$ cat config.mk
export PLATFORM = sky130hd
export DESIGN_NAME = uart_tx_arbiter
export DESIGN_NICKNAME = d
export VERILOG_FILES = /design/src/rtl/uart_tx_arbiter.sv
export SDC_FILE = /design/constraint.sdc
export NUM_CORES = 1
export LEC_CHECK = 0
export CORE_MARGIN = 5
export CORE_UTILIZATION = 46
export DETAILED_ROUTE_END_ITERATION = 10
export GPL_TIMING_DRIVEN = 0
export PLACE_DENSITY = 0.74
export SYNTH_ARGS = -nofsm -noshare
export SYNTH_HDL_FRONTEND = slang
export SYNTH_SLANG_ARGS = --single-unit
export TNS_END_PERCENT = 50
$ cat constraint.sdc
create_clock -name clk -period 2.5 [get_ports clk]
set_input_delay 0.75 -clock clk [delete_from_list [all_inputs] [get_ports clk]]
set_output_delay 0.75 -clock clk [all_outputs]
set_load 0.005 [all_outputs]
$ cat src/rtl/uart_tx_arbiter.sv
// uart_tx_arbiter: shares one UART TX serializer between a received-byte echo
// queue and a fixed-string message streamer, one start pulse per byte.
module uart_tx_arbiter #(
  parameter int ECHO_DEPTH = 4,
  parameter int MSG_LEN    = 16,
  parameter int ADDR_W     = 4
) (
  input  logic              clk,
  input  logic              reset,
  input  logic              iECHO_VALID,
  input  logic [7:0]        iECHO_DATA,
  input  logic              iMSG_REQ,
  output logic [ADDR_W-1:0] oMSG_ADDR,
  input  logic [7:0]        iMSG_DATA,
  output logic [7:0]        oTX_DATA,
  output logic              oTX_START,
  input  logic              iTX_BUSY,
  output logic [1:0]        oGRANT,
  output logic              oBUSY,
  output logic              oECHO_OVF
);
  // state   | meaning
  // IDLE    | no grant; arbitrate once the serializer is free
  // E_LOAD  | echo byte presented, start pulse high
  // M_FETCH | message address settled, memory data arriving
  // M_LOAD  | message byte presented, or terminator seen
  // W_ACK   | waiting for the serializer to go busy
  // W_DONE  | waiting for the serializer frame to finish

  localparam int PTR_W = $clog2(ECHO_DEPTH);
  localparam logic [PTR_W:0]    FULL_CNT  = (PTR_W+1)'(ECHO_DEPTH);
  localparam logic [ADDR_W-1:0] LAST_ADDR = ADDR_W'(MSG_LEN - 1);

  typedef enum logic [2:0] {
    IDLE    = 3'd0,
    E_LOAD  = 3'd1,
    M_FETCH = 3'd2,
    M_LOAD  = 3'd3,
    W_ACK   = 3'd4,
    W_DONE  = 3'd5
  } stateT;

  stateT             state, stateNxt;
  logic [7:0]        echoMem [ECHO_DEPTH];
  logic [PTR_W-1:0]  wrPtr, rdPtr;
  logic [PTR_W:0]    echoCnt;
  logic              echoAvail, echoFull, echoWr;
  logic [7:0]        echoHead;
  logic              msgPending, msgActive;
  logic              lastGrantMsg;
  logic              popEcho, grantMsg, startNxt;
  logic [7:0]        dataNxt;
  logic [ADDR_W-1:0] addrNxt;

  assign echoAvail = (echoCnt != '0);
  assign echoFull  = (echoCnt == FULL_CNT);
  assign echoHead  = echoMem[rdPtr];
  // A full queue still accepts a byte when the head leaves in the same cycle.
  assign echoWr    = iECHO_VALID && (!echoFull || popEcho);
  assign msgActive = (state != IDLE) && lastGrantMsg;

  assign oBUSY  = (state != IDLE);
  assign oGRANT = (state == IDLE) ? 2'b00 : (lastGrantMsg ? 2'b10 : 2'b01);

  always_ff @(posedge clk or negedge reset) begin
    if (!reset) state <= IDLE;
    else        state <= stateNxt;
  end

  always_comb begin
    stateNxt = state;
    popEcho  = 1'b0;
    grantMsg = 1'b0;
    startNxt = 1'b0;
    dataNxt  = oTX_DATA;
    addrNxt  = oMSG_ADDR;
    case (state)
      IDLE: begin
        if (!iTX_BUSY) begin
          if (msgPending && (!echoAvail || !lastGrantMsg)) begin
            grantMsg = 1'b1;
            addrNxt  = '0;
            stateNxt = M_FETCH;
          end else if (echoAvail) begin
            popEcho  = 1'b1;
            dataNxt  = echoHead;
            startNxt = 1'b1;
            stateNxt = E_LOAD;
          end
        end
      end
      E_LOAD: stateNxt = W_ACK;
      M_FETCH: begin
        stateNxt = M_LOAD;
        if (iMSG_DATA != 8'h00) begin
          dataNxt  = iMSG_DATA;
          startNxt = 1'b1;
        end
      end
      // No start pulse in M_LOAD means the terminator was read.
      M_LOAD: stateNxt = oTX_START ? W_ACK : IDLE;
      W_ACK: begin
        if (iTX_BUSY) stateNxt = W_DONE;
      end
      W_DONE: begin
        if (!iTX_BUSY) begin
          if (!lastGrantMsg || (oMSG_ADDR == LAST_ADDR)) begin
            stateNxt = IDLE;
          end else begin
            addrNxt  = oMSG_ADDR + 1'b1;
            stateNxt = M_FETCH;
          end
        end
      end
      default: stateNxt = IDLE;
    endcase
  end

  always_ff @(posedge clk or negedge reset) begin
    if (!reset) begin
      oTX_DATA     <= 8'h00;
      oTX_START    <= 1'b0;
      oMSG_ADDR    <= '0;
      lastGrantMsg <= 1'b1;
      msgPending   <= 1'b0;
    end else begin
      oTX_DATA  <= dataNxt;
      oTX_START <= startNxt;
      oMSG_ADDR <= addrNxt;
      if (grantMsg)     lastGrantMsg <= 1'b1;
      else if (popEcho) lastGrantMsg <= 1'b0;
      if (grantMsg)                    msgPending <= 1'b0;
      else if (iMSG_REQ && !msgActive) msgPending <= 1'b1;
    end
  end

  always_ff @(posedge clk) begin
    if (echoWr) echoMem[wrPtr] <= iECHO_DATA;
  end

  always_ff @(posedge clk or negedge reset) begin
    if (!reset) begin
      wrPtr     <= '0;
      rdPtr     <= '0;
      echoCnt   <= '0;
      oECHO_OVF <= 1'b0;
    end else begin
      if (echoWr)  wrPtr <= wrPtr + 1'b1;
      if (popEcho) rdPtr <= rdPtr + 1'b1;
      case ({echoWr, popEcho})
        2'b10:   echoCnt <= echoCnt + 1'b1;
        2'b01:   echoCnt <= echoCnt - 1'b1;
        default: echoCnt <= echoCnt;
      endcase
      if (iECHO_VALID && echoFull && !popEcho) oECHO_OVF <= 1'b1;
    end
  end

endmodule

### Word level (Yosys, flattened, before mapping)

Memories as Yosys holds them, arrays and structs flattened.
Index checks and enable logic that the tools add are counted.

| operators by class | value |
|---|---|
| add/subtract/negate cells | 5 |
| eq/ne operators | 18 |
| multiplexer cells | 36 |
| reductions and logical operators | 26 |

Operators by type and width:

| operator | number |
|---|---|
| 2-to-1 mux 8 bit | 4 |
| 2-to-1 mux 3 bit | 6 |
| case mux 3 bit (6 select lines) | 1 |
| 2-to-1 mux 4 bit | 4 |
| case mux 8 bit (2 select lines) | 1 |
| 2-to-1 mux 1 bit | 14 |
| inequality test 2 bit, second input constant | 7 |
| AND reduction 5 bit | 2 |
| nonzero test 2 bit | 5 |
| == test 3 bit, second input constant | 3 |
| case mux 4 bit (2 select lines) | 1 |
| nonzero test 8 bit | 1 |
| == test 3 x 2 -> 1 bit, second input constant | 2 |
| logical AND 1 bit | 6 |
| 2-to-1 mux 2 bit | 3 |
| case mux 3 bit (2 select lines) | 1 |
| nonzero test 3 bit | 2 |
| zero test 1 bit | 5 |
| adder 2 x 1 -> 2 bit, second input constant | 2 |
| adder 4 x 1 -> 4 bit, second input constant | 1 |
| == test 4 bit, second input constant | 1 |
| AND reduction 4 bit | 1 |
| adder 3 x 1 -> 3 bit, second input constant | 1 |
| == test 3 x 1 -> 1 bit, second input constant | 1 |
| 8 further kinds | 10 |

| word-level totals | value |
|---|---|
| register bits | 26 |
| RAM bits | 32 |
| input port bits | 21 |
| output and inout bits | 17 |
| logic and storage cells | 96 |
| memories kept | 1 |

Memory list:

| name | words | bits a word | read ports | clocked after Yosys merged registers in | write ports | line | text |
|---|---|---|---|---|---|---|---|
| echoMem | 4 | 8 | 1 | 0 | 1 | 44 | `logic [7:0] echoMem [ECHO_DEPTH];` |

### Longest topological paths before layout

Gate-level depths: netlist of the first run.

| logic depth | value |
|---|---|
| depth after elaboration | 11 |
| mapped depth | 9 |
| depth with buffers taken out | 8 |

### Worst setup path after synthesis of the first run

Ideal clock, no wire load.

| path | value |
|---|---|
| path kind | in2reg |
| from | input port iTX_BUSY |
| to | register echoCnt[2] |
| setup time | 0.135 ns |
| arrival | 2.563 ns |
| required time | 2.365 ns |
| slack | -0.198 ns |
| stages on the path | 8 |
| buffers on the path | 1 |
| cells stage by stage | clkbuf_1 nor4_4 nand2_1 or3_1 fa_1 nand2b_1 o221ai_1 o221ai_2 |

| on the way | value |
|---|---|
| cells in the longest elaborated chain, start to end | 6 |
| elaborated cells between the ends (all ways) | 8 |
| those cells by class | eq/ne (2); mux (3); reduce/logical (3) |

Ends and longest elaborated chain:

| item | line | text |
|---|---|---|
| from (decl) | 17 | `input logic iTX_BUSY,` |
| 2-to-1 mux 1 bit * | 79 | `if (!iTX_BUSY) begin` |
| 2-to-1 mux 1 bit * | 77 | `case (state)` |
| logical OR 1 bit | 59 | `assign echoWr = iECHO_VALID && (!echoFull \|\| popEcho);` |
| logical AND 1 bit | 59 |  |
| == test 2 x 1 -> 1 bit or == test 2 bit (tied branches) | 150 | `case ({echoWr, popEcho})` |
| case mux 3 bit (2 select lines) or nonzero test 2 bit (tied branches) | - |  |
| to (signal assigned) | 151 | `2'b10: echoCnt <= echoCnt + 1'b1;` |
| to (signal assigned) | 152 | `2'b01: echoCnt <= echoCnt - 1'b1;` |
| to (signal assigned) | 153 | `default: echoCnt <= echoCnt;` |
| to (decl) | 46 | `logic [PTR_W:0] echoCnt;` |

Every way passes the cells marked *; elsewhere a longest branch is shown, timed or not.
A chain may end at the register's enable or synchronous reset.

### Worst setup path in the final report of the first run

| path | value |
|---|---|
| from | input port iTX_BUSY |
| to | register echoCnt[1] |

Same word-level chain as after synthesis.

==> results.txt, run 1 <==
Clock sink count: 58
Multiplexer area fraction after synthesis: 0.0652
Critical path type: in2reg
Clock Latency Late Sink: 330 ps
Most common cell after layout, fill and taps aside: clkdlybuf4s50_1
Post-synthesis instance total: 213
Cell variety after synth: 54
H-tree Lvls: 3
Routed wire length per instance: 15.5 um
Met3 WL: 235 um
Avg Vias per Cell: 5.32
R2r worst-path depth: 9
Core area: 5890 um^2
Antenna viol nets, final: 0
DR top layer: met4
GRT overflow: 0
Ys flop type: edfxtp_1
CTS root buf: clkbuf_8
Total Power Consumption: 3.93 mW
Worst hold path class: in2async
Full die area: 7660 um^2
DIE HEIGHT: 87.5 um
CP startpoint: iTX_BUSY
Pins Over Slew Limit: 0
Hpwl dp: 3740 um
Largest net degree at the start of global routing: 27
Period utilization: 0.979
Antenna violations before repair: 0
Final Critical Period: 2450 ps
Critical Path AT: 2660 ps
R2r endpoint: echoCnt[1]$_DFFE_PN0P_
R2r startpoint: state[2]$_DFFE_PN0P_
CTS Hold Bufs: 0
Met1 Wirelength: 2480 um
Routability congestion estimate: 0.800
Leakage: 1.31 nW
Synth Area in XOR/XNOR: 0.0158
WL met2: 2510 um
Main combinational cell family by area after synthesis: simple AND/OR/NAND/NOR gates
Crit. End Element: flop
Drt first pass iters: 4
Post-Synth Simple-Gate Area: 0.140
RSZ-0062 raised after global routing: true
Peak supply drop: 487 uV
Commonest cells after routing, fill and taps aside: 33 x clkdlybuf4s50_1, 32 x edfxtp_1, 24 x dfrtp_1
Initial Util: 0.470
Critical Path Start Type: primary input
Fin nets: 290
Ys async rst share: 0.448
Die W: 87.5 um
Worst-path maximum fanout: 10
Adder-Cell Fraction of Synth Area: 0.0299
Clock buffer depth: 2
Slew headroom: 0.561
Worst Path Required: 2720 ps
DP Worst Slack: -512 ps
Via count: 1,824
Outcome: completed
Crit path to: echoCnt[1]$_DFFE_PN0P_
Worst Tran Pin Value: 659 ps
Worst Clk Skew: 10.0 ps
Setup ws final: 53.1 ps
Final wirelength: 5300 um
Fin Setup TNS: 0 ps
Max-cap violations: 0
Final setup viols: 0
First-pass GRT wire length: 9000 um
Iter 0 DRT Violations: 85
Total GRT Usage: 0.154
Diodes inserted: 0
Num CTS Buffers: 9
Power Dens Cells: 1140 nW/um^2
Share of cells above drive strength 1: 0.254
DRC: 0
Worst-path clk slew: 60 ps
Ys Warns: 0
Flops & latches, synth: 58
Rows: 28
Port bufs: 36
Vias in the first global route: 1,811
Syn avg cell area: 13.0 um^2
Area fraction in compound gates after synthesis: 0.132
Synth Cell Area: 2770 um^2
P&R area growth vs syn: 24.0%
I/O pins: 38
Number of synthesized flops with an enable pin: 32
Fmax: 0.409 GHz
CTS tree: built
Reg-to-reg setup timing slack: 220 ps
Final Hold Viols: 0
Net Count, Synth: 240
Sequential area share after synthesis: 0.583
## worst min path at each step
stage | start | to | slack, ps
global placement | oECHO_OVF$_DFFE_PN0P_ | oECHO_OVF$_DFFE_PN0P_ | 460
global route | reset | oTX_DATA[1]$_DFFE_PN0P_ | 500
finish | reset | oMSG_ADDR[0]$_DFFE_PN0P_ | 440
detailed placement | oECHO_OVF$_DFFE_PN0P_ | oECHO_OVF$_DFFE_PN0P_ | 460
floorplan | reset | echoCnt[0]$_DFFE_PN0P_ | 450
CTS | oECHO_OVF$_DFFE_PN0P_ | oECHO_OVF$_DFFE_PN0P_ | 480
## through the flow
| stage | std cells | hold WS [ps] | utilization | area (um^2) |
|---|---|---|---|---|
| 2_1_floorplan | 213 | 454 | - | 2780 |
| 3_3_place_gp | 324 | 458 | 0.549 | 3230 |
| 3_5_place_dp | 324 | 461 | 0.549 | 3230 |
| 4_1_cts | 340 | 476 | 0.578 | 3400 |
| 5_1_grt | 343 | 495 | 0.583 | 3430 |
| 6_report | 343 | 438 | 0.583 | 3430 |
## kinds of logic after synthesis
logic type / count (synthesis)
DFF: 58
xor gates and xnor gates: 5
buffers and inverters: 18
and+or+nand+nor: 65
adders and majority gates: 6
muxes: 16
AOI/OAI and AO/OA: 45
## area by class of cell
cell class | instances | area [um^2]
Buffer | 10 | 82.6
Clock buffer | 15 | 156
Clock inverter | 1 | 3.75
Fill cell | 512 | 2460
Inverter | 8 | 30.0
Multi-Input combinational cell | 137 | 1070
Sequential cell | 58 | 1610
Tap cell | 75 | 93.8
Timing Repair Buffer | 39 | 379
## flip-flops by register name (all words and copies together) (netlist names), 2 cells and up
| name | count |
|---|---|
| oTX_DATA | 8 |
| echoCnt | 3 |
| oMSG_ADDR | 4 |
| wrPtr | 2 |
| state | 3 |
| echoMem | 32 |
| rdPtr | 2 |
## cells in the mapped netlist, types with 2 or more instances
library cell,n,area share
nand2b_1,2,0.0045
or3_1,2,0.0045
a222oi_1,8,0.029
buf_2,5,0.0090
a21o_1,2,0.0054
mux2_2,16,0.065
edfxtp_1,32,0.35
o21ai_0,4,0.0072
dfrtp_1,25,0.23
o31ai_1,3,0.0081
a21oi_1,8,0.014
and2_1,5,0.011
inv_1,7,0.0095
nor3_1,3,0.0054
ha_1,5,0.023
clkbuf_1,3,0.0041
nand2_1,13,0.018
a21oi_2,8,0.025
xnor2_1,4,0.013
nor2_1,21,0.029
nor3_4,2,0.012
nand3_1,3,0.0054
## metal layers
layer  up-vias  track usage
met5         -            0
met4         0       0.0544
met3         6       0.0489
met2        44        0.232
met1       877        0.211
li1        897            -
## power breakdown
| part | switching (mW) | leakage [nW] | internal [mW] |
|---|---|---|---|
| clock network | 0.342 | 0.0794 | 0.386 |
| logic | 0.854 | 0.634 | 0.844 |
| registers | 0.176 | 0.599 | 1.32 |
| total | 1.37 | 1.31 | 2.55 |
## worst max-delay path: stages
cell	delay (ps)
clkbuf_4	180
nor4_4	330
nand2_1	120
or3_1	330
fa_1	520
nor2_1	50
a21oi_1	120
nor2_1	70
a21o_2	190
## timing repair
| action | CTS | global route |
|---|---|---|
| pin swaps | 1 | 2 |
| buffers inserted | 0 | 3 |
| gates resized for setup | 5 | 5 |
| endpoints found under the setup margin | 3 | 3 |
Power figures use the tool's default switching activity.
==> inputs of run 2 (changes only) <==
--- a/config.mk
+++ b/config.mk
@@ -5,11 +5,13 @@
 export SDC_FILE = /design/constraint.sdc
 export NUM_CORES = 1
 export LEC_CHECK = 0
+export CELL_PAD_IN_SITES_DETAIL_PLACEMENT = 1
+export CELL_PAD_IN_SITES_GLOBAL_PLACEMENT = 1
 export CORE_MARGIN = 5
-export CORE_UTILIZATION = 46
+export CORE_UTILIZATION = 40
 export DETAILED_ROUTE_END_ITERATION = 10
 export GPL_TIMING_DRIVEN = 0
-export PLACE_DENSITY = 0.74
+export PLACE_DENSITY = 0.78
 export SYNTH_ARGS = -nofsm -noshare
 export SYNTH_HDL_FRONTEND = slang
 export SYNTH_SLANG_ARGS = --single-unit
==> results.txt, run 2 (same netlist as run 1, synthesis figures left out) <==
Worst Path Required: 2710 ps
Leakage: 1.33 nW
Slowest stage cell on the critical path: fa_1
I/O pins: 38
Vias in the first global route: 2,000
R2r worst-path depth: 9
Most common cell after layout, fill and taps aside: clkdlybuf4s50_1
Commonest cells after routing, fill and taps aside: 34 x clkdlybuf4s50_1, 32 x edfxtp_1, 24 x dfrtp_1
Setup ws final: 19.1 ps
Period utilization: 0.992
Critical Path AT: 2700 ps
Largest register FFs: 32
Largest net degree at the start of global routing: 27
P&R area growth vs syn: 25.7%
Final Hold Viols: 0
Total Power Consumption: 4.15 mW
GRT overflow: 0
Most frequent CP cell: nor2_1
Max stage delay on crit path: 530 ps
Most flop-heavy register: echoMem
Fin nets: 293
Fmax: 0.403 GHz
Iter 0 DRT Violations: 66
Final wirelength: 6410 um
Antenna viol nets, final: 0
Total GRT Usage: 0.154
CP startpoint: iTX_BUSY
Fill cells: 704
R2r endpoint: echoCnt[1]$_DFFE_PN0P_
Avg Vias per Cell: 5.43
DRC: 0
Num CTS Buffers: 9
Full die area: 8680 um^2
Largest registers: echoMem x32, oTX_DATA x8, oMSG_ADDR x4
Worst path bufs/invs: 1
R2r startpoint: state[2]$_DFFE_PN0P_
Post-layout util: 0.515
Critical Path Start Type: primary input
Peak supply drop: 407 uV
CTS Hold Bufs: 0
Critical path type: in2reg
Drt first pass iters: 6
CTS root buf: clkbuf_8
Clock sink count: 58
Post-route cell area: 3480 um^2
DIE HEIGHT: 93.1 um
Routability congestion estimate: 0.771
Die W: 93.1 um
Share of cells above drive strength 1: 0.266
Crit path cell chain: clkbuf_4, nor4_4, nand2_1, or3_1, fa_1, nor2_1, a21oi_1, nor2_1, a21o_2
Port bufs: 36
Outcome: completed
CTS tree: built
Slew headroom: 0.604
Pins Over Slew Limit: 0
Clock Latency Late Sink: 330 ps
Power Dens Cells: 1190 nW/um^2
First-pass GRT wire length: 10,200 um
Final setup viols: 0
Routed wire length per instance: 18.3 um
DP Worst Slack: -569 ps
Area of the multi-input gates: 1070 um^2
Worst Clk Skew: 10.8 ps
Initial Util: 0.409
Core area: 6760 um^2
Clock buffer depth: 2
Max-cap violations: 0
Final Critical Period: 2480 ps
Diodes inserted: 0
Worst-path maximum fanout: 10
Hpwl dp: 4260 um
Antenna violations before repair: 0
Worst-path clk slew: 70 ps
Worst Tran Pin Value: 595 ps
Cell family with most CP delay: simple AND/OR/NAND/NOR gates
Post-DP Area: 3240 um^2
Worst hold path class: in2async
Worst hold slack: 422 ps
Rows: 30
H-tree Lvls: 3
Crit. End Element: flop
Reg-to-reg setup timing slack: 170 ps
Register area: 1610 um^2
Via count: 1,906
==> run 2: cell count changes in the layout (fill, tap and decap cells not counted), sizes merged <==
cell | previous run | this run
clkbuf | 19 | 15
clkdlybuf4s50 | 33 | 34
clkinv | 1 | 3
buf | 10 | 14
bufinv | 0 | 1
dlymetal6s2s | 1 | 0
==> run 2: worst max-delay path by stage <==
stage,slack [ps],cells past startpoint,end
2_1_floorplan,-170,8,echoCnt[2]$_DFFE_PN0P_
3_3_place_gp,-480,7,echoCnt[2]$_DFFE_PN0P_
3_5_place_dp,-570,8,echoCnt[1]$_DFFE_PN0P_
4_1_cts,10,8,echoCnt[1]$_DFFE_PN0P_
5_1_grt,-40,9,echoCnt[1]$_DFFE_PN0P_
6_report,20,9,echoCnt[1]$_DFFE_PN0P_
==> run 2: metal layers <==
metal / track usage / wire length (um) / share of wire / up-vias
met3: 0.0338 / 195 / 0.030 / 11
met5: 0 / 0 / 0 / -
li1: - / - / - / 907
met4: 0.0745 / 122 / 0.019 / 0
met1: 0.197 / 2900 / 0.45 / 949
met2: 0.247 / 3190 / 0.50 / 39
==> run 2: layout make-up <==
class | instances | share of cell area
Sequential cell | 58 | 0.464
Multi-Input combinational cell | 137 | 0.307
Timing Repair Buffer | 42 | 0.115
Clock buffer | 12 | 0.0417
Tap cell | 80 | 0.0288
Buffer | 10 | 0.0227
Clock inverter | 4 | 0.0122
Inverter | 8 | 0.00864
==> run 2: what timing repair did <==
item	4_1_cts	5_1_grt
setup endpoints to repair	3	4
pin swaps	2	3
setup buffers	2	4
resized for setup	6	0
==> run 2: stage by stage <==
step | std cells | TNS (ps)
2_1_floorplan | 213 | -333
3_3_place_gp | 329 | -9250
3_5_place_dp | 329 | -11490
4_1_cts | 347 | 0
5_1_grt | 351 | -36.7
6_report | 351 | 0
==> run 2: power breakdown <==
group / internal (mW) / switching (mW) / total (mW)
Clock: 0.480 / 0.352 / 0.832
Sequential: 1.32 / 0.181 / 1.51
Combinational: 0.872 / 0.940 / 1.81
Total: 2.68 / 1.47 / 4.15
==> run 2: worst register-to-register path: stages, from the launching register on <==
cell and delay [ps]:
dfrtp_1 360, buf_4 170, nor4_4 230, nand2_1 110, or3_1 350, fa_1 530
nor2_1 50, a21oi_1 150, nor2_1 70, a21o_2 190
==> inputs of run 3 (changes only) <==
--- a/config.mk
+++ b/config.mk
@@ -8,10 +8,11 @@
 export CELL_PAD_IN_SITES_DETAIL_PLACEMENT = 1
 export CELL_PAD_IN_SITES_GLOBAL_PLACEMENT = 1
 export CORE_MARGIN = 5
-export CORE_UTILIZATION = 40
+export CORE_UTILIZATION = 46
 export DETAILED_ROUTE_END_ITERATION = 10
+export DONT_BUFFER_PORTS = 1
 export GPL_TIMING_DRIVEN = 0
-export PLACE_DENSITY = 0.78
+export PLACE_DENSITY = 0.77
 export SYNTH_ARGS = -nofsm -noshare
 export SYNTH_HDL_FRONTEND = slang
 export SYNTH_SLANG_ARGS = --single-unit
==> results.txt, run 3 (same netlist as run 1, synthesis figures left out) <==
Worst-path clk slew: 70 ps
Fmax: 0.424 GHz
Total Power Consumption: 3.71 mW
First-pass GRT wire length: 9760 um
Die W: 87.5 um
Resized cells post-CTS: 0
Critical path type: reg2reg
Crit. End Element: flop
Final setup viols: 0
Pins Over Slew Limit: 0
Period utilization: 0.944
Final wirelength: 5840 um
Critical Path Start Type: flop
CP startpoint: state[0]$_DFFE_PN0P_
Via count: 1,725
Vias in the first global route: 1,913
CTS root buf: clkbuf_8
Outcome: completed
Port bufs: 0
Total GRT Usage: 0.170
RSZ-0062 raised after global routing: false
Max-cap violations: 0
Drt first pass iters: 4
P&R area growth vs syn: 10.5%
Final Hold Viols: 0
Fill cells: 602
Routed wire length per instance: 19.1 um
Reg-to-reg setup timing slack: 140 ps
Clock buffer depth: 2
Slowest stage cell on the critical path: fa_1
Core area: 5890 um^2
Final Critical Period: 2360 ps
R2r worst-path depth: 8
Non-Filler Instances: 305
Slew headroom: 0.641
R2r endpoint: echoCnt[1]$_DFFE_PN0P_
R2r startpoint: state[0]$_DFFE_PN0P_
Fin nets: 252
Worst Tran Pin Value: 537 ps
CTS tree: built
Peak supply drop: 520 uV
GRT overflow: 0
H-tree Lvls: 3
Worst hold path class: in2async
Worst Clk Skew: 4.02 ps
Post-layout util: 0.519
Full die area: 7660 um^2
Antenna viol nets, final: 0
Share of cells above drive strength 1: 0.296
Max stage delay on crit path: 520 ps
Rows: 28
Post-CTS Setup Repair Bufs: 1
Most common cell after layout, fill and taps aside: edfxtp_1
Hpwl dp: 4230 um
Iter 0 DRT Violations: 96
Worst Path Required: 2730 ps
Most flop-heavy register: echoMem
Largest registers: echoMem x32, oTX_DATA x8, oMSG_ADDR x4
Num CTS Buffers: 9
Power Dens Cells: 1210 nW/um^2
Worst-path maximum fanout: 8
Avg Vias per Cell: 5.66
Largest register FFs: 32
Leakage: 1.14 nW
Crit path to: echoCnt[1]$_DFFE_PN0P_
Largest net degree at the start of global routing: 27
Antenna violations before repair: 0
Placed cell count: 288
Commonest cells after routing, fill and taps aside: 32 x edfxtp_1, 25 x dfrtp_1, 21 x nor2_1
Most frequent CP cell: nor2_1
Crit path cell chain: nor4_4, nand2_1, or3_1, fa_1, nor2_1, a21oi_1, nor2_1, a21o_2
Routability congestion estimate: 0.783
DIE HEIGHT: 87.5 um
Critical Path AT: 2590 ps
Clock Latency Late Sink: 330 ps
Diodes inserted: 0
CTS Hold Bufs: 0
Clock sink count: 58
DRC: 0
Initial Util: 0.470
I/O pins: 38
Worst hold slack: 102 ps
-- run 3: changes by cell type in the layout (fill, tap and decap cells not counted), sizes merged --
cell / change
inv: +1
clkbuf: -3
clkinv: -2
dlygate4sd2: -1
buf: -6
clkdlybuf4s50: -34
bufinv: -1
clkinvlp: +5
-- run 3: layer usage --
metal | global-route usage | share of wire | up-vias
met2 | 0.275 | 0.49 | 53
met3 | 0.0564 | 0.074 | 13
met5 | 0 | 0 | -
met1 | 0.205 | 0.41 | 838
li1 | - | - | 821
met4 | 0.0837 | 0.021 | 0
-- run 3: worst min-delay path by stage --
stage	cells after the start	to	start
after floorplan	0	echoCnt[0]$_DFFE_PN0P_	reset
after detailed placement	0	oTX_DATA[3]$_DFFE_PN0P_	reset
final	0	oTX_DATA[2]$_DFFE_PN0P_	reset
after global placement	0	oTX_DATA[3]$_DFFE_PN0P_	reset
after global routing	0	oTX_DATA[3]$_DFFE_PN0P_	reset
after CTS	0	oTX_DATA[3]$_DFFE_PN0P_	reset
-- run 3: area by class of cell --
class	instances	area, um^2	area share
Clock inverter	7	55.1	0.0180
Multi-Input combinational cell	137	1070	0.349
Buffer	10	66.3	0.0217
Tap cell	75	93.8	0.0307
Inverter	8	30.0	0.00982
Clock buffer	9	124	0.0405
Sequential cell	58	1610	0.528
Timing Repair Buffer	1	7.51	0.00246
-- run 3: per-stage QoR --
| step | setup TNS (ps) | area [um^2] | setup WS, ps |
|---|---|---|---|
| 3_3_place_gp | -633 | 2870 | -319 |
| 3_5_place_dp | -762 | 2870 | -400 |
| 2_1_floorplan | -333 | 2780 | -167 |
| 6_report | 0 | 3060 | 141 |
| 4_1_cts | 0 | 3060 | 149 |
| 5_1_grt | 0 | 3060 | 37.7 |
-- run 3: power by group --
part	leakage [nW]	switching [mW]	total [mW]	internal (mW)
registers	0.601	0.209	1.53	1.32
clock network	0.0741	0.409	0.772	0.363
logic	0.461	0.805	1.40	0.598
total	1.14	1.42	3.71	2.28
-- run 3: critical path, delay by kind of cell (launching register included) --
family / cells / cell delay, ps
AND/OR/NAND/NOR: 5 / 920
adder cells (fa/ha/maj): 1 / 520
flip-flops: 1 / 500
AO/OA/AOI/OAI: 2 / 310
